[src/rtl/key_debounce_pulse_pkg.sv]
// key_debounce_pulse_pkg: shared repeat-FSM states, default timing and counter sizing helper.
package key_debounce_pulse_pkg;

    typedef enum logic [1:0] {
        IDLE   = 2'd0,
        DELAY  = 2'd1,
        REPEAT = 2'd2
    } rep_state_e;

    localparam int DEF_NUM_KEYS     = 4;
    localparam int DEF_DB_DEPTH     = 4;
    localparam int DEF_REPEAT_DELAY = 75;
    localparam int DEF_REPEAT_RATE  = 15;

    function automatic int cnt_width(input int a, input int b);
        return $clog2((a > b ? a : b) + 1);
    endfunction

endpackage

[src/rtl/key_debounce_pulse_channel.sv]
// key_debounce_pulse_channel: one key's synchronizer, tick-sampled debounce history, press pulse and auto-repeat FSM.
module key_debounce_pulse_channel
    import key_debounce_pulse_pkg::*;
#(
    parameter int DB_DEPTH     = DEF_DB_DEPTH,
    parameter int REPEAT_DELAY = DEF_REPEAT_DELAY,
    parameter int REPEAT_RATE  = DEF_REPEAT_RATE
) (
    input  logic clk,
    input  logic rst,
    input  logic tick_i,
    input  logic key_i,
    output logic level_o,
    output logic pulse_o,
    output logic repeat_o
);

    localparam int              CW         = cnt_width(REPEAT_DELAY, REPEAT_RATE);
    localparam logic [CW-1:0]   DELAY_LAST = CW'(REPEAT_DELAY - 1);
    localparam logic [CW-1:0]   RATE_LAST  = CW'(REPEAT_RATE - 1);

    logic [1:0]          sync_q;
    logic [DB_DEPTH-1:0] hist_q, hist_d;
    logic                level_q, pulse_q, repeat_q;
    logic                rise, fall;
    rep_state_e          state_q;
    logic [CW-1:0]       cnt_q;

    always_comb begin
        hist_d = tick_i ? {hist_q[DB_DEPTH-2:0], sync_q[1]} : hist_q;
        rise   = tick_i & (&hist_d) & ~level_q;
        fall   = tick_i & ~(|hist_d) & level_q;
    end

    always_ff @(posedge clk) begin
        if (rst) begin
            sync_q  <= '0;
            hist_q  <= '0;
            level_q <= 1'b0;
            pulse_q <= 1'b0;
        end else begin
            sync_q  <= {sync_q[0], key_i};
            hist_q  <= hist_d;
            level_q <= rise | (level_q & ~fall);
            pulse_q <= rise;
        end
    end

    // A falling level takes priority, so a repeat due on the same tick is dropped.
    always_ff @(posedge clk) begin
        if (rst || fall) begin
            state_q  <= IDLE;
            cnt_q    <= '0;
            repeat_q <= 1'b0;
        end else begin
            repeat_q <= 1'b0;
            case (state_q)
                IDLE: if (rise) begin
                    state_q <= DELAY;
                    cnt_q   <= '0;
                end
                DELAY: if (tick_i) begin
                    if (cnt_q == DELAY_LAST) begin
                        state_q  <= REPEAT;
                        cnt_q    <= '0;
                        repeat_q <= 1'b1;
                    end else begin
                        cnt_q <= cnt_q + 1'b1;
                    end
                end
                REPEAT: if (tick_i) begin
                    repeat_q <= (cnt_q == RATE_LAST);
                    cnt_q    <= (cnt_q == RATE_LAST) ? '0 : cnt_q + 1'b1;
                end
                default: state_q <= IDLE;
            endcase
        end
    end

    assign level_o  = level_q;
    assign pulse_o  = pulse_q;
    assign repeat_o = repeat_q;

endmodule

[src/rtl/key_debounce_pulse.sv]
// key_debounce_pulse: detects clk_150 rising edges as a shared scan tick and debounces NUM_KEYS buttons.
module key_debounce_pulse
    import key_debounce_pulse_pkg::*;
#(
    parameter int NUM_KEYS     = DEF_NUM_KEYS,
    parameter int DB_DEPTH     = DEF_DB_DEPTH,
    parameter int REPEAT_DELAY = DEF_REPEAT_DELAY,
    parameter int REPEAT_RATE  = DEF_REPEAT_RATE
) (
    input  logic                clk,
    input  logic                rst,
    input  logic                clk_150,
    input  logic [NUM_KEYS-1:0] key_in,
    output logic [NUM_KEYS-1:0] key_level,
    output logic [NUM_KEYS-1:0] key_pulse,
    output logic [NUM_KEYS-1:0] key_repeat
);

    logic clk_150_q;
    logic tick;

    // Resetting to 1 keeps a high clk_150 from looking like a fresh edge right after reset.
    always_ff @(posedge clk) begin
        if (rst) clk_150_q <= 1'b1;
        else     clk_150_q <= clk_150;
    end

    assign tick = clk_150 & ~clk_150_q;

    for (genvar k = 0; k < NUM_KEYS; k++) begin : g_ch
        key_debounce_pulse_channel #(
            .DB_DEPTH    (DB_DEPTH),
            .REPEAT_DELAY(REPEAT_DELAY),
            .REPEAT_RATE (REPEAT_RATE)
        ) u_ch (
            .clk     (clk),
            .rst     (rst),
            .tick_i  (tick),
            .key_i   (key_in[k]),
            .level_o (key_level[k]),
            .pulse_o (key_pulse[k]),
            .repeat_o(key_repeat[k])
        );
    end

endmodule

[config.mk]
export PLATFORM = sky130hd
export DESIGN_NAME = key_debounce_pulse
export DESIGN_NICKNAME = d
export VERILOG_FILES = /design/src/rtl/key_debounce_pulse_pkg.sv /design/src/rtl/key_debounce_pulse_channel.sv /design/src/rtl/key_debounce_pulse.sv
export SDC_FILE = /design/constraint.sdc
export NUM_CORES = 1
export LEC_CHECK = 0
export ABC_AREA = 1
export BUFFER_PORTS_ARGS = -buffer_cell sky130_fd_sc_hd__buf_4
export CORE_ASPECT_RATIO = 0.8
export CORE_UTILIZATION = 40
export CTS_BUF_LIST = sky130_fd_sc_hd__clkbuf_8
export CTS_CLUSTER_DIAMETER = 100
export DETAILED_ROUTE_END_ITERATION = 16
export PLACE_DENSITY = 0.65
export SKIP_CTS_REPAIR_TIMING = 1
export SYNTH_ARGS = -nofsm -noshare
export SYNTH_HDL_FRONTEND = slang
export SYNTH_SLANG_ARGS = --single-unit
export TNS_END_PERCENT = 10
[constraint.sdc]
create_clock -name clk -period 2.1 [get_ports clk]
set_input_delay 0.63 -clock clk [delete_from_list [all_inputs] [get_ports clk]]
set_output_delay 0.63 -clock clk [all_outputs]
set_load 0.03 [all_outputs]
* Word level (Yosys, flattened, before mapping) *
Index checks and enable logic that the tools add are counted.

storage, ports and cells
  register bits = 73
  bits in latches = 0
  bits in writable memories = 0
  memory bits (read-only) = 0
  input bits = 7
  output and inout port bits = 12
  word-level logic and storage cells = 195
  memories = 0

operators by class
  $add $sub $neg = 4
  $mul = 0
  div/mod/pow operators = 0
  magnitude comparators = 0
  equality and inequality tests = 32
  shifts and indexed selects = 0
  muxes and demuxes = 60
  bitwise logic cells = 42
  reduce and logical (&&, ||, !) cells = 28

operator list
  cell                   count
  $mux W7                20
  $pmux W7 S3            4
  $reduce_and A4 Y1      12
  $add A7 B1 Y7 const B  4
  $eq A7 B4 Y1 const B   4
  $eq A7 B7 Y1 const B   4
  $mux W2                12
  $pmux W2 S3            4
  $and A1 B1 Y1          21
  $ne A2 B1 Y1 const B   10
  $not A1 Y1             17
  $mux W4                4
  $reduce_or A4 Y1       4
  $mux W1                12
  $ne A2 B2 Y1 const B   6
  $reduce_bool A3 Y1     4
  $eq A2 B1 Y1 const B   4
  $eq A2 B2 Y1 const B   4
  $logic_not A2 Y1       4
  $pmux W1 S2            4
  $logic_or A1 B1 Y1     4
  $or A1 B1 Y1           4

* Logic depth before layout (Yosys ltp) *
  depth in word-level cells = 10
  depth in mapped cells = 12
  gate-level depth less buffers = 11

* Cells and area by module *
A second synthesis with hierarchy kept.

second synthesis, totals
  cells, all modules = 646
  area, all modules = 4,232.8 um^2

modules (own cells, without submodules)
  module                                          instances  cells each  area an instance (um^2)  seq. area each (um^2)
  key_debounce_pulse_channel at g_ch[0].u_ch ...  3          161         1,049.8                  340.3
  key_debounce_pulse_channel at g_ch[3].u_ch      1          158         1,046.0                  340.3
  key_debounce_pulse                              1          5           37.5                     20.0

* Least setup slack after synthesis *
Ideal clock, no wire load.

  path type = input to register
  start = input port rst
  end = register g_ch[0].u_ch.pulse_q
  library setup time = 0.128 ns
  arrival time = 1.491 ns
  data required time = 1.972 ns
  path slack = 0.481 ns
  stages on the path = 4
  buffers on the path = 3
  path through = buf_2 -> clkbuf_1 -> buf_1 -> nor2_1

RTL lines
  what                  RTL line                          text
  from (decl)           key_debounce_pulse.sv:11          input logic rst,
  to (signal assigned)  key_debounce_pulse_channel.sv:45  pulse_q <= rise;
  to (decl)             key_debounce_pulse_channel.sv:24  logic level_q, pulse_q, repeat_q;

No word-level cell between the ends.

* Worst setup path after layout *
  start = register clk_150_q
  end = register g_ch[1].u_ch.cnt_q[2]

between the ends
  longest elaborated chain between the ends = 8
  elaborated cells on any way between the ends = 15
  classes of those cells = eq/ne (3); mux (1); bitwise (7); reduce/logical (4)

RTL lines
  what                                                                      RTL line                                                            text
  from (decl)                                                               key_debounce_pulse.sv:19                                            logic clk_150_q;
  from (signal assigned)                                                    key_debounce_pulse.sv:25                                            else clk_150_q <= clk_150;
  $not A1 Y1 *                                                              key_debounce_pulse.sv:28                                            assign tick = clk_150 & ~clk_150_q;
  $and A1 B1 Y1 *                                                           key_debounce_pulse.sv:28
  $mux W4                                                                   key_debounce_pulse_channel.sv:30                                    hist_d = tick_i ? {hist_q[DB_DEPTH-2:0], sync_q[1]} : hist_q;
  $reduce_and A4 Y1 / $reduce_or A4 Y1 (equally long branches)              key_debounce_pulse_channel.sv:31, key_debounce_pulse_channel.sv:32
  $and A1 B1 Y1 / $not A1 Y1 (equally long branches)                        key_debounce_pulse_channel.sv:31, key_debounce_pulse_channel.sv:32
  $and A1 B1 Y1, on equally long branches                                   key_debounce_pulse_channel.sv:31, key_debounce_pulse_channel.sv:32
  $ne A2 B1 Y1 (no line) / $and A1 B1 Y1 (equally long branches)            --
  $reduce_and A4 Y1 (no line) / $logic_or A1 B1 Y1 (equally long branches)  --
  to (signal assigned)                                                      key_debounce_pulse_channel.sv:68                                    cnt_q <= cnt_q + 1'b1;
  to (signal assigned)                                                      key_debounce_pulse_channel.sv:73                                    cnt_q <= (cnt_q == RATE_LAST) ? '0 : cnt_q + 1'b1;
  to (decl)                                                                 key_debounce_pulse_channel.sv:27                                    logic [CW-1:0] cnt_q;

Every way passes the cells marked *; elsewhere a longest branch is shown, timed or not.
A chain may end at the register's enable or synchronous reset.

==> results_dict.tcl <==
set metrics [dict create \
    critical_path.most_common_cell "nand2_1" \
    post-place-ws_ns 0.0322 \
    rr_worst_depth 9 \
    critPathMaxStageDelay_ns 0.38 \
    drc 0 \
    design.die.area_um2 10600 \
    antenna-diode-count 0 \
    antenna_found_initial 0 \
    synth.cell_area_um2 4080 \
    avgRoutedWirePerCell_um 10.4 \
    grt.overflow.total 0 \
    worst-setup-path-type "reg -> reg" \
    timing.final.hold_violations 0 \
    net-switching-power_w 0.00187 \
    drt-vias-per-instance 4.62 \
    drv_cap 0 \
    regToRegEndpoint "g_ch[1].u_ch.cnt_q[2]$_SDFFE_PP0P_" \
    clock.fmax_mhz 538 \
    clock_latency_ns 0.35 \
    critical_path.top_delay_family "simple AND/OR/NAND/NOR gates" \
    floorplan.core_area_um2 9770 \
    hp-class "reg -> reg" \
    number_of_clock_sinks 69 \
    critPathCaptureType "register" \
    final_layout_size_suffix_gt1_frac 0.117 \
    drt.antenna.violating_nets 0 \
    cp.required_ns 2.34 \
    arrival_worst_endpoint_ns 2.10 \
    share_of_total_power_in_the_clock_network 0.258 \
    final_cell_count_no_fill 745 \
    slew_headroom 0.678 \
    routed_wl_um 7750 \
    worstSetupStartpointType "register" \
    fillcell_total 1024 \
    comb_power_share 0.379 \
    multi_input_area_um2 2140 \
    port_buffers 18 \
    synth_sequential_area_ratio 0.339 \
    critical_path.cell_chain "inv_2 -> nand2_2 -> nand2_1 -> nand2_1 -> nand3_2 -> nand2_1 -> nand3_2 -> a21oi_1 -> nor2_1" \
    synth_area_per_cell_um2 6.86 \
    drv_slew 0 \
    drt_pre_antenna_iters 4 \
    design_power_total_w 0.00472 \
    worst_margin_slew_ns 0.478 \
    placement_rows 32 \
    syn_nets 625 \
    share_seq_of_total_power 0.363 \
    dieWidth_um 115 \
    power_switching_share 0.395 \
    cts_max_path_buffers 2 \
    finalNetCount 635 \
    routabilityCongestion 0.821 \
    tritoncts.num_buffers 9 \
    hold_start "g_ch[3].u_ch.sync_q[0]$_SDFF_PP0_" \
    ff_latch_area_um2 1380 \
    drt_iter0_drc 155 \
    worst-r2r-setup-slack_ns 0.24 \
    hold_path_depth 2 \
    postSynthRegisterBits 69 \
    io_pins 19 \
    cellPowerDensity_nw_per_um2 1060 \
    place.detailed.hpwl_um 5640 \
    synthToLayoutAreaGrowth_pct 9.61 \
    skew_ns 0.0120 \
    path_max_fanout 17 \
    cts_max_level 3 \
    worst_hold_path.endpoint "g_ch[3].u_ch.sync_q[1]$_SDFF_PP0_" \
    final-setup-viol-count 0 \
    leakage_nw 2.17 \
    syn-instance-count 594 \
    clkTransAtPathRegs_ns 0.08 \
    tritoncts "done" \
    grt_max_degree 35 \
    status "finished, final reports clean" \
    vdd.ir_drop.worst_uv 537 \
    vias 3444 \
    rsz0062_at_grt "false" \
    chipHeight_um 92.3 \
    tns_ns 0 \
    final.min_clock_period_ns 1.86 \
    final.setup.worst_slack_ns 0.242 \
    start_util 0.417 \
    yosys.cell_types.count 33 \
    cp_num_buf_inv 1 \
    via_count_of_the_first_global_routing_pass 3229 \
    crit_path_slowest_cell "dfxtp_1" \
    power_report.internal_total_w 0.00286 \
    hold_slack_ns 0.399 \
    grt_util_all_layers 0.160 \
    dp_cells 729 \
    root_buf_cell "clkbuf_8" \
    crit_reg_reg_startpoint "clk_150_q$_SDFF_PP1_" \
    grt_first_pass_wirelength_um 13500 \
    ys.warnings.count 0 \
    final_min_period_over_clock_period 0.885 \
]
==> per-layer routing <==
metal  part of all wire  up-vias  wire length, um  global-route usage
met5                  0        -                0                   0
met4              0.015        0              115              0.0639
met3              0.038        8              292              0.0469
met2               0.45       47             3500               0.264
met1               0.50     1554             3840               0.195
li1                   -     1835                -                   -
==> synthesized netlist by cell type <==
cell / count / area, um^2
buf_2: 4 / 20.0
nor2_4: 4 / 45.0
a21oi_4: 2 / 32.5
a211oi_1: 1 / 7.51
a31o_2: 1 / 8.76
a21oi_2: 2 / 17.5
nand3_1: 47 / 235
o21ai_1: 3 / 15.0
buf_4: 13 / 97.6
nand3_4: 4 / 70.1
xor2_1: 16 / 140
o21ai_0: 5 / 25.0
clkbuf_1: 2 / 7.51
nand2_2: 8 / 50.1
inv_2: 3 / 11.3
a21oi_1: 28 / 140
and3_1: 1 / 6.26
nor3_1: 9 / 45.0
buf_1: 1 / 3.75
nand2_1: 130 / 488
ha_1: 24 / 300
nand4_1: 5 / 31.3
o211ai_1: 1 / 7.51
nor2_2: 3 / 18.8
inv_1: 98 / 368
a31oi_1: 1 / 6.26
nand2_4: 2 / 22.5
buf_6: 4 / 45.0
nand3_2: 4 / 40.0
nand3b_1: 3 / 22.5
nor4_1: 2 / 12.5
dfxtp_1: 69 / 1380
nor2_1: 94 / 353
==> power groups by stage <==
stage | Sequential (W) | Clock, W | Combinational [W]
detailed placement | 0.00174 | 0 | 0.00177
global route | 0.00175 | 0.00131 | 0.00208
floorplan | 0.00169 | 0 | 0.00154
finish | 0.00172 | 0.00122 | 0.00179
global placement | 0.00173 | 0 | 0.00173
CTS | 0.00171 | 0.00126 | 0.00179
==> kinds of logic (layout without fill, tap and decap cells) <==
kind of cell / Yosys count / in the layout / synth area share
AND/OR/NAND/NOR: 316 / 316 / 0.353
AO/OA/AOI/OAI: 44 / 44 / 0.0639
flip-flops: 69 / 69 / 0.339
adder cells (fa/ha/maj): 24 / 24 / 0.0737
XOR/XNOR: 16 / 16 / 0.0344
buffers and inverters: 125 / 140 / 0.136
==> registers in the layout (all words and copies together), names as in the netlist <==
name / count
g_ch.u_ch.state_q: 8
g_ch.u_ch.pulse_o: 4
g_ch.u_ch.sync_q: 8
g_ch.u_ch.level_o: 4
clk_150_q: 1
g_ch.u_ch.cnt_q: 28
g_ch.u_ch.hist_q: 12
g_ch.u_ch.repeat_o: 4
==> how the worst max path moves through the flow <==
stage                    startpoint                            endpoint  slack (ns)  depth (start not counted)
6_report       clk_150_q$_SDFF_PP1_  g_ch[1].u_ch.cnt_q[2]$_SDFFE_PP0P_        0.24                          9
5_1_grt        clk_150_q$_SDFF_PP1_  g_ch[1].u_ch.cnt_q[6]$_SDFFE_PP0P_        0.06                          9
4_1_cts        clk_150_q$_SDFF_PP1_  g_ch[2].u_ch.cnt_q[2]$_SDFFE_PP0P_        0.24                          7
3_5_place_dp                clk_150  g_ch[1].u_ch.cnt_q[4]$_SDFFE_PP0P_        0.03                          9
3_3_place_gp                clk_150  g_ch[1].u_ch.cnt_q[4]$_SDFFE_PP0P_        0.12                          9
2_1_floorplan                   rst     g_ch[0].u_ch.pulse_o$_SDFF_PP0_        0.48                          4
==> placed cells by master, fill, tap and decap left out <==
master and instances:
nand3_2 4, nor2_2 3, o21ai_1 3, and3_1 1, a211oi_1 1, o21ai_0 5
clkbuf_8 10, buf_4 23, clkinv_2 1, xor2_1 16, nand3_1 47, a31o_2 1
a21oi_2 2, nand3_4 4, a21oi_1 28, nand4_1 5, ha_1 24, clkinvlp_4 1
inv_2 3, inv_6 1, bufinv_16 2, o211ai_1 1, inv_1 99, a31oi_1 1
nor4_1 2, a21oi_4 2, nand2_1 130, nand2_2 8, nor2_4 4, nand2_4 2
nor3_1 9, nand3b_1 3, nor2_1 94, dfxtp_1 69
==> tightest hold or removal path, stage by stage (launching register included) <==
cell     delay, ns
dfxtp_1       0.30
inv_1         0.04
nor2_1        0.03
==> area by class of cell <==
cell class	instances	area share
multi-input cells	400	0.479
flip-flops and latches	69	0.309
well taps	136	0.0381
inverters	101	0.0849
clock buffers	10	0.0308
clock inverters	6	0.0190
repair buffers	23	0.0387
==> stage by stage <==
step | util | cell area, um^2
after floorplan | - | 4080
after global placement | 0.434 | 4240
after detailed placement | 0.434 | 4240
after CTS | 0.457 | 4470
after global routing | 0.457 | 4470
final | 0.457 | 4470
Note: power is estimated with default switching activity, not from simulation.
